<file path="src/rtl/gs_ex_pipe_if.sv">
// Execute-stage port bundle: upstream issue handshake, forwarding source,
// flush, and the downstream result handshake.
interface gs_ex_pipe_if #(
  parameter int XLEN   = 32,
  parameter int CTRL_W = 8
);
  logic              in_valid_i;
  logic              in_ready_o;
  logic [3:0]        op_i;
  logic              mul_i;
  logic              alu_src_i;
  logic              rd_src_i;
  logic [4:0]        rs1_addr_i;
  logic [4:0]        rs2_addr_i;
  logic [XLEN-1:0]   rs1_data_i;
  logic [XLEN-1:0]   rs2_data_i;
  logic [XLEN-1:0]   imm_i;
  logic [XLEN-1:0]   pc_link_i;
  logic [CTRL_W-1:0] ctrl_i;
  logic [4:0]        rd_addr_i;
  logic              fwd_valid_i;
  logic [4:0]        fwd_addr_i;
  logic [XLEN-1:0]   fwd_data_i;
  logic              flush_i;
  logic              out_valid_o;
  logic              out_ready_i;
  logic [XLEN-1:0]   result_o;
  logic [XLEN-1:0]   store_data_o;
  logic              br_taken_o;
  logic [4:0]        rd_addr_o;
  logic [CTRL_W-1:0] ctrl_o;
  logic              busy_o;

  modport slave (
    input  in_valid_i, op_i, mul_i, alu_src_i, rd_src_i,
           rs1_addr_i, rs2_addr_i, rs1_data_i, rs2_data_i, imm_i, pc_link_i,
           ctrl_i, rd_addr_i, fwd_valid_i, fwd_addr_i, fwd_data_i, flush_i,
           out_ready_i,
    output in_ready_o, out_valid_o, result_o, store_data_o, br_taken_o,
           rd_addr_o, ctrl_o, busy_o
  );

  modport master (
    output in_valid_i, op_i, mul_i, alu_src_i, rd_src_i,
           rs1_addr_i, rs2_addr_i, rs1_data_i, rs2_data_i, imm_i, pc_link_i,
           ctrl_i, rd_addr_i, fwd_valid_i, fwd_addr_i, fwd_data_i, flush_i,
           out_ready_i,
    input  in_ready_o, out_valid_o, result_o, store_data_o, br_taken_o,
           rd_addr_o, ctrl_o, busy_o
  );
endinterface

</file>
<file path="src/rtl/gs_ex_pipe.sv">
// Execute stage: single-cycle ALU/branch compare plus an optional radix-2
// iterative multiplier, with operand forwarding on accept and flush support.
module gs_ex_pipe #(
  parameter int XLEN   = 32,
  parameter int MUL_EN = 1,
  parameter int CTRL_W = 8
) (
  input logic         clk,
  input logic         rst,
  gs_ex_pipe_if.slave bus
);
  localparam int SH_W = $clog2(XLEN);

  typedef enum logic [1:0] {IDLE, MUL, DONE} state_t;
  typedef enum logic [3:0] {
    OP_ADD, OP_SUB, OP_SLL, OP_SLT, OP_SLTU, OP_XOR, OP_SRL, OP_SRA,
    OP_OR, OP_AND, OP_BEQ, OP_BNE, OP_BLT, OP_BGE, OP_BLTU, OP_BGEU
  } alu_op_t;

  state_t            state_q, state_d;
  logic [SH_W-1:0]   cnt_q;
  logic [XLEN-1:0]   op_a_q, rs2_q, imm_q, pc_link_q;
  logic [XLEN-1:0]   mcand_q, mplier_q, acc_q;
  logic [CTRL_W-1:0] ctrl_q;
  logic [4:0]        rd_addr_q;
  alu_op_t           op_q;
  logic              alu_src_q, rd_src_q, mul_q;

  logic              in_ready, accept, mul_go, cnt_last;
  logic [XLEN-1:0]   a_in, rs2_in, op_b, alu_res;
  logic [SH_W-1:0]   shamt;
  logic              br;

  // Accepting while DONE is legal when the held result drains the same cycle.
  assign in_ready = ~bus.flush_i &
                    ((state_q == IDLE) | ((state_q == DONE) & bus.out_ready_i));
  assign accept   = bus.in_valid_i & in_ready;
  assign mul_go   = (MUL_EN != 0) & bus.mul_i;
  assign cnt_last = (cnt_q == SH_W'(XLEN - 1));

  assign a_in   = (bus.fwd_valid_i && bus.fwd_addr_i == bus.rs1_addr_i &&
                   bus.rs1_addr_i != 5'd0) ? bus.fwd_data_i : bus.rs1_data_i;
  assign rs2_in = (bus.fwd_valid_i && bus.fwd_addr_i == bus.rs2_addr_i &&
                   bus.rs2_addr_i != 5'd0) ? bus.fwd_data_i : bus.rs2_data_i;

  always_comb begin
    // NOTE: every always_comb output gets a default first so no path can infer a latch.
    state_d = state_q;
    unique case (state_q)
      IDLE:    if (accept) state_d = mul_go ? MUL : DONE;
      MUL:     if (cnt_last) state_d = DONE;
      DONE:    if (bus.out_ready_i) state_d = accept ? (mul_go ? MUL : DONE) : IDLE;
      default: state_d = IDLE;
    endcase
    if (bus.flush_i) state_d = IDLE;
  end

  always_ff @(posedge clk or negedge rst) begin
    // NOTE: sequential state uses non-blocking assignments so all registers update together.
    if (!rst) begin
      state_q <= IDLE;
      cnt_q   <= '0;
    end else begin
      state_q <= state_d;
      if (state_q == MUL && !bus.flush_i && !cnt_last) cnt_q <= cnt_q + 1'b1;
      else                                             cnt_q <= '0;
    end
  end

  always_ff @(posedge clk or negedge rst) begin
    if (!rst) begin
      op_a_q    <= '0;
      rs2_q     <= '0;
      imm_q     <= '0;
      pc_link_q <= '0;
      ctrl_q    <= '0;
      rd_addr_q <= '0;
      op_q      <= OP_ADD;
      alu_src_q <= 1'b0;
      rd_src_q  <= 1'b0;
      mul_q     <= 1'b0;
      mcand_q   <= '0;
      mplier_q  <= '0;
      acc_q     <= '0;
    end else if (accept) begin
      op_a_q    <= a_in;
      rs2_q     <= rs2_in;
      imm_q     <= bus.imm_i;
      pc_link_q <= bus.pc_link_i;
      ctrl_q    <= bus.ctrl_i;
      rd_addr_q <= bus.rd_addr_i;
      op_q      <= alu_op_t'(bus.op_i);
      alu_src_q <= bus.alu_src_i;
      rd_src_q  <= bus.rd_src_i;
      mul_q     <= mul_go;
      mcand_q   <= a_in;
      mplier_q  <= bus.alu_src_i ? bus.imm_i : rs2_in;
      acc_q     <= '0;
    end else if (state_q == MUL) begin
      // Shift-add: consume one multiplier bit per cycle, LSB first.
      if (mplier_q[0]) acc_q <= acc_q + mcand_q;
      mcand_q  <= mcand_q << 1;
      mplier_q <= mplier_q >> 1;
    end
  end

  assign op_b  = alu_src_q ? imm_q : rs2_q;
  assign shamt = op_b[SH_W-1:0];

  always_comb begin
    alu_res = op_a_q + op_b;
    br      = 1'b0;
    unique case (op_q)
      OP_ADD:  alu_res = op_a_q + op_b;
      OP_SUB:  alu_res = op_a_q - op_b;
      OP_SLL:  alu_res = op_a_q << shamt;
      OP_SLT:  alu_res = {{(XLEN-1){1'b0}}, $signed(op_a_q) < $signed(op_b)};
      OP_SLTU: alu_res = {{(XLEN-1){1'b0}}, op_a_q < op_b};
      OP_XOR:  alu_res = op_a_q ^ op_b;
      OP_SRL:  alu_res = op_a_q >> shamt;
      OP_SRA:  alu_res = $signed(op_a_q) >>> shamt;
      OP_OR:   alu_res = op_a_q | op_b;
      OP_AND:  alu_res = op_a_q & op_b;
      OP_BEQ:  br = (op_a_q == op_b);
      OP_BNE:  br = (op_a_q != op_b);
      OP_BLT:  br = ($signed(op_a_q) < $signed(op_b));
      OP_BGE:  br = ($signed(op_a_q) >= $signed(op_b));
      OP_BLTU: br = (op_a_q < op_b);
      OP_BGEU: br = (op_a_q >= op_b);
      default: br = 1'b0;
    endcase
  end

  assign bus.in_ready_o   = in_ready;
  assign bus.out_valid_o  = (state_q == DONE);
  assign bus.busy_o       = (state_q == MUL);
  assign bus.result_o     = rd_src_q ? pc_link_q : (mul_q ? acc_q : alu_res);
  assign bus.br_taken_o   = br & ~mul_q;
  assign bus.store_data_o = rs2_q;
  assign bus.rd_addr_o    = rd_addr_q;
  assign bus.ctrl_o       = ctrl_q;
endmodule

</file>
<file path="src/flat_wrapper.sv">
// flat-port wrapper written by rule: the top's interface ports become plain ports
module gs_ex_pipe_flat 
#(
  parameter int XLEN   = 32,
  parameter int MUL_EN = 1,
  parameter int CTRL_W = 8
)
  (clk, rst, bus_in_valid_i, bus_op_i, bus_mul_i, bus_alu_src_i, bus_rd_src_i, bus_rs1_addr_i, bus_rs2_addr_i, bus_rs1_data_i, bus_rs2_data_i, bus_imm_i, bus_pc_link_i, bus_ctrl_i, bus_rd_addr_i, bus_fwd_valid_i, bus_fwd_addr_i, bus_fwd_data_i, bus_flush_i, bus_out_ready_i, bus_in_ready_o, bus_out_valid_o, bus_result_o, bus_store_data_o, bus_br_taken_o, bus_rd_addr_o, bus_ctrl_o, bus_busy_o);
  gs_ex_pipe_if #(.XLEN(XLEN), .CTRL_W(CTRL_W)) bus_i ();
  input logic clk;
  input logic rst;
  input wire logic [$bits(bus_i.in_valid_i)-1:0] bus_in_valid_i;
  input wire logic [$bits(bus_i.op_i)-1:0] bus_op_i;
  input wire logic [$bits(bus_i.mul_i)-1:0] bus_mul_i;
  input wire logic [$bits(bus_i.alu_src_i)-1:0] bus_alu_src_i;
  input wire logic [$bits(bus_i.rd_src_i)-1:0] bus_rd_src_i;
  input wire logic [$bits(bus_i.rs1_addr_i)-1:0] bus_rs1_addr_i;
  input wire logic [$bits(bus_i.rs2_addr_i)-1:0] bus_rs2_addr_i;
  input wire logic [$bits(bus_i.rs1_data_i)-1:0] bus_rs1_data_i;
  input wire logic [$bits(bus_i.rs2_data_i)-1:0] bus_rs2_data_i;
  input wire logic [$bits(bus_i.imm_i)-1:0] bus_imm_i;
  input wire logic [$bits(bus_i.pc_link_i)-1:0] bus_pc_link_i;
  input wire logic [$bits(bus_i.ctrl_i)-1:0] bus_ctrl_i;
  input wire logic [$bits(bus_i.rd_addr_i)-1:0] bus_rd_addr_i;
  input wire logic [$bits(bus_i.fwd_valid_i)-1:0] bus_fwd_valid_i;
  input wire logic [$bits(bus_i.fwd_addr_i)-1:0] bus_fwd_addr_i;
  input wire logic [$bits(bus_i.fwd_data_i)-1:0] bus_fwd_data_i;
  input wire logic [$bits(bus_i.flush_i)-1:0] bus_flush_i;
  input wire logic [$bits(bus_i.out_ready_i)-1:0] bus_out_ready_i;
  output wire logic [$bits(bus_i.in_ready_o)-1:0] bus_in_ready_o;
  output wire logic [$bits(bus_i.out_valid_o)-1:0] bus_out_valid_o;
  output wire logic [$bits(bus_i.result_o)-1:0] bus_result_o;
  output wire logic [$bits(bus_i.store_data_o)-1:0] bus_store_data_o;
  output wire logic [$bits(bus_i.br_taken_o)-1:0] bus_br_taken_o;
  output wire logic [$bits(bus_i.rd_addr_o)-1:0] bus_rd_addr_o;
  output wire logic [$bits(bus_i.ctrl_o)-1:0] bus_ctrl_o;
  output wire logic [$bits(bus_i.busy_o)-1:0] bus_busy_o;
  assign bus_i.in_valid_i = bus_in_valid_i;
  assign bus_i.op_i = bus_op_i;
  assign bus_i.mul_i = bus_mul_i;
  assign bus_i.alu_src_i = bus_alu_src_i;
  assign bus_i.rd_src_i = bus_rd_src_i;
  assign bus_i.rs1_addr_i = bus_rs1_addr_i;
  assign bus_i.rs2_addr_i = bus_rs2_addr_i;
  assign bus_i.rs1_data_i = bus_rs1_data_i;
  assign bus_i.rs2_data_i = bus_rs2_data_i;
  assign bus_i.imm_i = bus_imm_i;
  assign bus_i.pc_link_i = bus_pc_link_i;
  assign bus_i.ctrl_i = bus_ctrl_i;
  assign bus_i.rd_addr_i = bus_rd_addr_i;
  assign bus_i.fwd_valid_i = bus_fwd_valid_i;
  assign bus_i.fwd_addr_i = bus_fwd_addr_i;
  assign bus_i.fwd_data_i = bus_fwd_data_i;
  assign bus_i.flush_i = bus_flush_i;
  assign bus_i.out_ready_i = bus_out_ready_i;
  assign bus_in_ready_o = bus_i.in_ready_o;
  assign bus_out_valid_o = bus_i.out_valid_o;
  assign bus_result_o = bus_i.result_o;
  assign bus_store_data_o = bus_i.store_data_o;
  assign bus_br_taken_o = bus_i.br_taken_o;
  assign bus_rd_addr_o = bus_i.rd_addr_o;
  assign bus_ctrl_o = bus_i.ctrl_o;
  assign bus_busy_o = bus_i.busy_o;
  gs_ex_pipe #(.XLEN(XLEN), .MUL_EN(MUL_EN), .CTRL_W(CTRL_W)) u_core (.clk(clk), .rst(rst), .bus(bus_i));
endmodule
</file>
<file path="config.mk">
export PLATFORM = sky130hd
export DESIGN_NAME = gs_ex_pipe_flat
export DESIGN_NICKNAME = d
export VERILOG_FILES = /design/src/rtl/gs_ex_pipe_if.sv /design/src/rtl/gs_ex_pipe.sv /design/src/flat_wrapper.sv
export SDC_FILE = /design/constraint.sdc
export NUM_CORES = 1
export LEC_CHECK = 0
export BUFFER_PORTS_ARGS = -buffer_cell sky130_fd_sc_hd__buf_2
export CAP_MARGIN = 5
export CORE_MARGIN = 4
export CORE_UTILIZATION = 50
export DETAILED_ROUTE_END_ITERATION = 12
export PLACE_DENSITY = 0.76
export SYNTH_ARGS = -nofsm -noshare
export SYNTH_HDL_FRONTEND = slang
export SYNTH_SLANG_ARGS = --single-unit
</file>
<file path="constraint.sdc">
create_clock -name clk -period 9.8 [get_ports clk]
set_input_delay 0.98 -clock clk [delete_from_list [all_inputs] [get_ports clk]]
set_output_delay 0.98 -clock clk [all_outputs]
set_load 0.01 [all_outputs]
</file>
==> results of run 1 <==
[cells by family after synthesis]
group / after synthesis
AND/OR/NAND/NOR: 1098
buffers and inverters: 322
multiplexers: 198
XOR/XNOR: 51
flip-flops: 251
AO/OA/AOI/OAI: 864
adder cells (fa/ha/maj): 134
[state kept, by name (all words and copies together), names as in the netlist, 8 cells and up]
register and cells:
u_core.acc_q 32, u_core.bus.store_data_o 32, u_core.imm_q 32, u_core.mcand_q 32, u_core.mplier_q 32, u_core.op_a_q 32
u_core.pc_link_q 32, u_core.bus.ctrl_o 8
[layout by cell type (no fill, tap or decap), types with 14 or more instances in the layout]
master,count
sky130_fd_sc_hd__dfrtp_1,250
sky130_fd_sc_hd__mux4_2,26
sky130_fd_sc_hd__or3_1,16
sky130_fd_sc_hd__a21oi_1,274
sky130_fd_sc_hd__clkbuf_16,28
sky130_fd_sc_hd__nor4_1,20
sky130_fd_sc_hd__xor2_1,29
sky130_fd_sc_hd__nand2b_1,81
sky130_fd_sc_hd__ha_1,131
sky130_fd_sc_hd__buf_2,280
sky130_fd_sc_hd__nand2_1,587
sky130_fd_sc_hd__inv_1,109
sky130_fd_sc_hd__buf_4,40
sky130_fd_sc_hd__nor2_1,183
sky130_fd_sc_hd__o22ai_1,30
sky130_fd_sc_hd__nor3_1,39
sky130_fd_sc_hd__xnor2_1,22
sky130_fd_sc_hd__nor2b_1,17
sky130_fd_sc_hd__o21ai_0,196
sky130_fd_sc_hd__o221ai_1,15
sky130_fd_sc_hd__a211oi_1,31
sky130_fd_sc_hd__mux2i_1,164
sky130_fd_sc_hd__a21o_1,38
sky130_fd_sc_hd__a31oi_1,55
sky130_fd_sc_hd__o211ai_1,45
sky130_fd_sc_hd__o21a_1,14
sky130_fd_sc_hd__and3_1,45
sky130_fd_sc_hd__o31ai_1,16
sky130_fd_sc_hd__nand3_1,67
[power by group through the flow]
stage | Combinational, µW | Sequential (µW) | Clock, µW
finish | 4070 | 1700 | 1100
global route | 4350 | 1700 | 1160
CTS | 3930 | 1670 | 1110
detailed placement | 3910 | 1680 | 0
global placement | 3880 | 1680 | 0
floorplan | 2690 | 1470 | 0
[cells in the mapped netlist, drive strengths merged (55+ instances only)]
cell type,count
nand2,588
ha,131
a21oi,275
o21ai,212
inv,114
nor2,185
nand3,68
buf,57
dfrtp,251
clkbuf,149
mux2i,170
a31oi,55
nand2b,82
[worst reg2reg max path, stage by stage (launching register included)]
cell,delay [ns]
sky130_fd_sc_hd__dfrtp_1,0.43
sky130_fd_sc_hd__ha_1,0.21
sky130_fd_sc_hd__inv_1,0.06
sky130_fd_sc_hd__fa_1,0.41
sky130_fd_sc_hd__nor2b_1,0.13
sky130_fd_sc_hd__o21ai_0,0.12
sky130_fd_sc_hd__a21boi_0,0.40
sky130_fd_sc_hd__o21bai_1,0.18
sky130_fd_sc_hd__a211oi_1,0.38
sky130_fd_sc_hd__o2111ai_1,0.20
sky130_fd_sc_hd__a41oi_1,0.37
sky130_fd_sc_hd__o211ai_1,0.20
sky130_fd_sc_hd__a21o_1,0.21
sky130_fd_sc_hd__a32o_1,0.26
[metal layers]
metal / wire length (µm) / part of all wire / vias to the layer above
met2: 41700 / 0.41 / 1648
met1: 40900 / 0.41 / 11800
met3: 12600 / 0.13 / 229
met4: 5330 / 0.053 / 2
met5: 7 / 0.000070 / -
li1: - / - / 10700
[final cells by class]
class                      count  area, µm²
antenna                        1       2.50
clock buffer                  41        810
clock inverter                10        153
fill                        4066      19300
inverter                     116        435
multi-input combinational   2345      14800
sequential                   251       6280
tap                          592        741
timing repair buffer         321       1720
[through the flow]
stage | cells | hold slack [ns] | utilization
after CTS | 3676 | 0.466 | 0.564
after detailed placement | 3625 | 0.457 | 0.542
after global placement | 3625 | 0.445 | 0.542
after floorplan | 2918 | 0.433 | -
final | 3677 | 0.430 | 0.564
after global routing | 3676 | 0.490 | 0.564
[path summary, 6_finish.rpt]
check                                 startpoint                to  slack (ns)  cells past startpoint
worst max-delay path            u_core.alu_src_q  bus_result_o[23]        2.37                     16
worst min-delay path                         rst   u_core.cnt_q[3]        0.43                      1
worst max register to register   u_core.acc_q[0]  u_core.acc_q[30]        6.14                     13
worst min register to register   u_core.cnt_q[0]   u_core.cnt_q[0]        0.46                      1
max in group asynchronous                    rst  u_core.alu_src_q        7.69                      2
min in group clk                 u_core.cnt_q[0]   u_core.cnt_q[0]        0.46                      1
==> results.toml, run 1 <==
[run_status]
outcome = "finished, final reports clean"

[floorplan]
design.die.area_um2 = 48100
standard_cell_core_area_um2 = 44200
pin_count = 282
initial_core_util = 0.505
die_height_um = 219
fp.dieW_um = 219
placementRows = 77

[critical_path]
critical_path_peak_fanout = 45
slowest_stage = "sky130_fd_sc_hd__a221oi_1"
cp-end-kind = "primary output"
criticalPathCategory = "flip-flop to primary output"
required_ns = 8.82
crit_buf_inv = 4
critical_path.cell_chain = "buf_4 -> mux2i_4 -> buf_4 -> inv_2 -> ha_1 -> o21bai_1 -> a21oi_1 -> o21ai_0 -> a31oi_1 -> o22a_1 -> o31ai_1 -> a21oi_1 -> a221o_1 -> a221oi_1 -> nor2_1 -> buf_2"
worstPathArrival_ns = 6.45
critical_path.startpoint_type = "flip-flop"
timing.critical_path.max_delay_family = "compound AO/OA/AOI/OAI gates"
max_stage_delay_ns = 0.89

[detailed_routing]
vias = 24400
drt_first_pass_iters = 6
via_per_inst = 6.63
initialDrtViolationCount = 3863
wl_per_cell_um = 27.3
drc = 0
routed_wl_um = 101000
ant_nets = 0

[pwr]
ir_drop_v = 0.000170
clock_power_share = 0.160
switching_share_of_total_power = 0.511
p_leak_uw = 0.0117
internal_power_uw = 3350
fin_total_pwr_uw = 6860
share_comb_of_total_power = 0.593
p_sw_uw = 3510
power.density_nw_per_um2 = 275
p_seq_frac = 0.247

[synth]
synthAdderAreaFrac = 0.0761
synth_cell_types = 86
main_combinational_cell_family_by_area_after_synthesis = "compound AO/OA/AOI/OAI gates"
synth.ff_latch_count = 251
ys_top_cells_by_area = "sky130_fd_sc_hd__dfrtp_1 28%, sky130_fd_sc_hd__nand2_1 9.9%, sky130_fd_sc_hd__mux2i_1 7.4%"
synth_compound_gate_area_share = 0.243
seq_area_frac_synth = 0.281
combined_area_of_all_synthesized_cells_um2 = 22300
ys.warnings.count = 0
synth_area_leader_cell = "sky130_fd_sc_hd__dfrtp_1"
synth_async_sr_flop_share = 1.00
synth-edff-count = 0
synth_top_area_frac = 0.281
muxShareOfSynthArea = 0.106
synth_area_in_xor_xnor = 0.0200
synth-simple-area-share = 0.216
post_synthesis_area_per_instance_um2 = 7.65
synth.net_count = 3253
synth_flop_cell = "sky130_fd_sc_hd__dfrtp_1"
syn-instance-count = 2918

[global_routing]
gr-max-usage-layer = "met2"
grt.met3_usage = 0.0947
grt-ovfl-total = 0
largest_net_degree_at_the_start_of_global_routing = 113
grt_util_all_layers = 0.406
grt_pass1_vias = 22600
gr_layer_usage_met1 = 0.581
grt_use_met2 = 0.586
antenna_violations_before_repair = 3
grt_pass1_wl_um = 148000

[clock_network]
ctsHtreeMaxLevel = 1
postCtsResizedCells = 0
clock_insertion_delay_worst_skew_ns = 0.57
cts_max_path_buffers = 3
clkSinkCount = 251
cts-buffers-inserted = 28
clk_root_buffer_cell = "sky130_fd_sc_hd__clkbuf_16"
cts_setup_buffers = 0
cts_hold_buffers = 0
tritoncts = "done"
path_clk_slew_ns = 0.06

[placement]
dpl-instance-area_um2 = 24000
preCtsSetupSlack_ns = 3.03
io_buffers = 281
gpl.final_weighted_congestion = 1.08
dp_hpwl_um = 77000

[timing]
max_clock_skew_ns = 0.0342
final-hold-violation-count = 0
worst-slew-pin-transition_ns = 1.24
pnr_worst_setup_slack_ns = 2.37
period_utilization = 0.759
maxSlewViolCount = 0
grt_setup_unrepaired = "no"
layout_min_cycle_time_ns = 7.43
timing.max_slew.rel_slack = 0.164
final.setup.tns_ns = 0
setup_violations = 0
max_freq_ghz = 0.135

[layout]
syn_to_final_growth_pct = 11.7
final_area_um2 = 24900
design.final.nets = 3398
layout-drive-gt1-share = 0.140

[run]
drv.max_cap_violation_count = 0

[worst_hold_path]
hold_path_class = "input port to async pin"
Power figures use the tool's default switching activity.
==> inputs of run 2 (changes only) <==
PLACE_DENSITY = 0.79   (was 0.76)
clock period = 6.8 ns   (was 9.8 ns; I/O delays follow)
==> results.toml, run 2 (same netlist as run 1, synthesis figures left out) <==
[layout]
mostFrequentLayoutCell = "sky130_fd_sc_hd__nand2_1"
design.final.nets = 3403
fillers = 4087
layout.cells.most_common_list = "587 x sky130_fd_sc_hd__nand2_1, 280 x sky130_fd_sc_hd__buf_2, 274 x sky130_fd_sc_hd__a21oi_1"
syn_to_final_growth_pct = 11.7
layout-drive-gt1-share = 0.142
finalCoreUtilization = 0.564

[clock_network]
postCtsResizedCells = 0
cts_setup_buffers = 0
cts-buffers-inserted = 27
tritoncts = "done"
cts_max_path_buffers = 3
clk_root_buffer_cell = "sky130_fd_sc_hd__clkbuf_16"
ctsHtreeMaxLevel = 1
clkSinkCount = 251
cts_hold_buffers = 0
path_clk_slew_ns = 0.06
clock_insertion_delay_worst_skew_ns = 0.56

[timing]
grt_setup_unrepaired = "no"
final-hold-violation-count = 0
final.setup.tns_ns = 0
max_freq_ghz = 0.160
maxSlewViolCount = 0
timing.max_slew.rel_slack = 0.113
period_utilization = 0.920
setup_violations = 0
worst-slew-pin-transition_ns = 1.30
max_clock_skew_ns = 0.0412
layout_min_cycle_time_ns = 6.26

[detailed_routing]
via_per_inst = 6.61
wl_per_cell_um = 26.5
ant_nets = 0
routed_wl_um = 97700
drc = 0
initialDrtViolationCount = 3328
vias = 24300
drt_first_pass_iters = 8

[critical_path]
crit_buf_inv = 2
max_stage_delay_ns = 0.73
slowest_stage = "sky130_fd_sc_hd__dfrtp_2"
critical_path.startpoint_type = "flip-flop"
required_ns = 6.12
worstPathArrival_ns = 5.58
critical_path.cell_chain = "buf_4 -> mux2i_4 -> ha_1 -> o21ai_1 -> a21oi_1 -> o41a_1 -> o41a_1 -> a211o_1 -> a21oi_1 -> o21bai_1 -> a221o_1 -> a21oi_1 -> o31ai_1 -> buf_2"
cp-end-kind = "primary output"
timing.critical_path.max_delay_family = "compound AO/OA/AOI/OAI gates"
critical_path_peak_fanout = 22
criticalPathCategory = "flip-flop to primary output"
cp_common_cell = "sky130_fd_sc_hd__a21oi_1"

[pwr]
power.density_nw_per_um2 = 391
p_leak_uw = 0.0117
ir_drop_v = 0.000241

[placement]
io_buffers = 281
dp_hpwl_um = 74200
gpl.final_weighted_congestion = 1.11

[global_routing]
grt_pass1_vias = 23000
grt_pass1_wl_um = 144000
largest_net_degree_at_the_start_of_global_routing = 177
grt-ovfl-total = 0
grt_util_all_layers = 0.393
antenna_violations_before_repair = 3

[floorplan]
standard_cell_core_area_um2 = 44200
placementRows = 77
die_height_um = 219
initial_core_util = 0.505
pin_count = 282
fp.dieW_um = 219
design.die.area_um2 = 48100

[run]
drv.max_cap_violation_count = 0

[worst_hold_path]
hold_path_class = "input port to async pin"

[run_status]
outcome = "finished, final reports clean"
-- run 2: final timing paths --
kind / slack, ns / cells past startpoint / start / endpoint
setup / recovery: 0.54 / 14 / u_core.alu_src_q / bus_result_o[22]
hold / removal: 0.12 / 1 / rst / u_core.cnt_q[2]
setup reg to reg: 3.13 / 13 / u_core.acc_q[0] / u_core.acc_q[30]
hold reg to reg: 0.47 / 1 / u_core.cnt_q[0] / u_core.cnt_q[0]
max in group asynchronous: 5.33 / 2 / rst / u_core.alu_src_q
min in group clk: 0.30 / 3 / bus_pc_link_i[22] / u_core.pc_link_q[22]
-- run 2: worst reg2reg max path, stage by stage, from the launching register on --
cell and delay (ns):
sky130_fd_sc_hd__dfrtp_1 0.45, sky130_fd_sc_hd__ha_1 0.20, sky130_fd_sc_hd__inv_1 0.05, sky130_fd_sc_hd__fa_1 0.40
sky130_fd_sc_hd__nor2b_1 0.14, sky130_fd_sc_hd__o21ai_0 0.12, sky130_fd_sc_hd__a21boi_0 0.38, sky130_fd_sc_hd__o21bai_1 0.19
sky130_fd_sc_hd__a211oi_1 0.42, sky130_fd_sc_hd__o2111ai_1 0.21, sky130_fd_sc_hd__a41oi_1 0.34, sky130_fd_sc_hd__o211ai_1 0.19
sky130_fd_sc_hd__a21o_1 0.21, sky130_fd_sc_hd__a32o_1 0.25
-- run 2: area by class of cell --
type | instances | area [µm²] | area share
clock inverter | 12 | 134 | 0.00537
multi-input combinational | 2345 | 14800 | 0.593
tap | 592 | 741 | 0.0297
timing repair buffer | 327 | 1790 | 0.0716
clock buffer | 36 | 769 | 0.0308
sequential | 251 | 6280 | 0.252
inverter | 116 | 435 | 0.0174
antenna | 1 | 2.50 | 0.000100
-- run 2: where the power goes --
part           internal (µW)  switching [µW]
combinational           2070            3760
sequential              1840             569
clock                    873             638
-- run 2: metal layers --
metal  track usage  vias up  routed length, µm
met2         0.572     1598              40800
met3        0.0845      310              11800
met5             0        -                 16
met4         0.209        2               6470
li1              -    10700                  -
met1         0.545    11700              38600
-- run 2: metrics by stage --
stage          instance area, µm²  total power [µW]  cells  worst slack, ns  hold slack [ns]
3_5_place_dp                24000              7990   3631             1.24            0.459
4_1_cts                     25000              9520   3679            0.647            0.146
5_1_grt                     25000             10200   3679            0.415            0.156
6_report                    25000              9750   3680            0.541            0.117
3_3_place_gp                24000              7930   3631             1.23            0.449
2_1_floorplan               22300              6000   2918             1.78            0.384
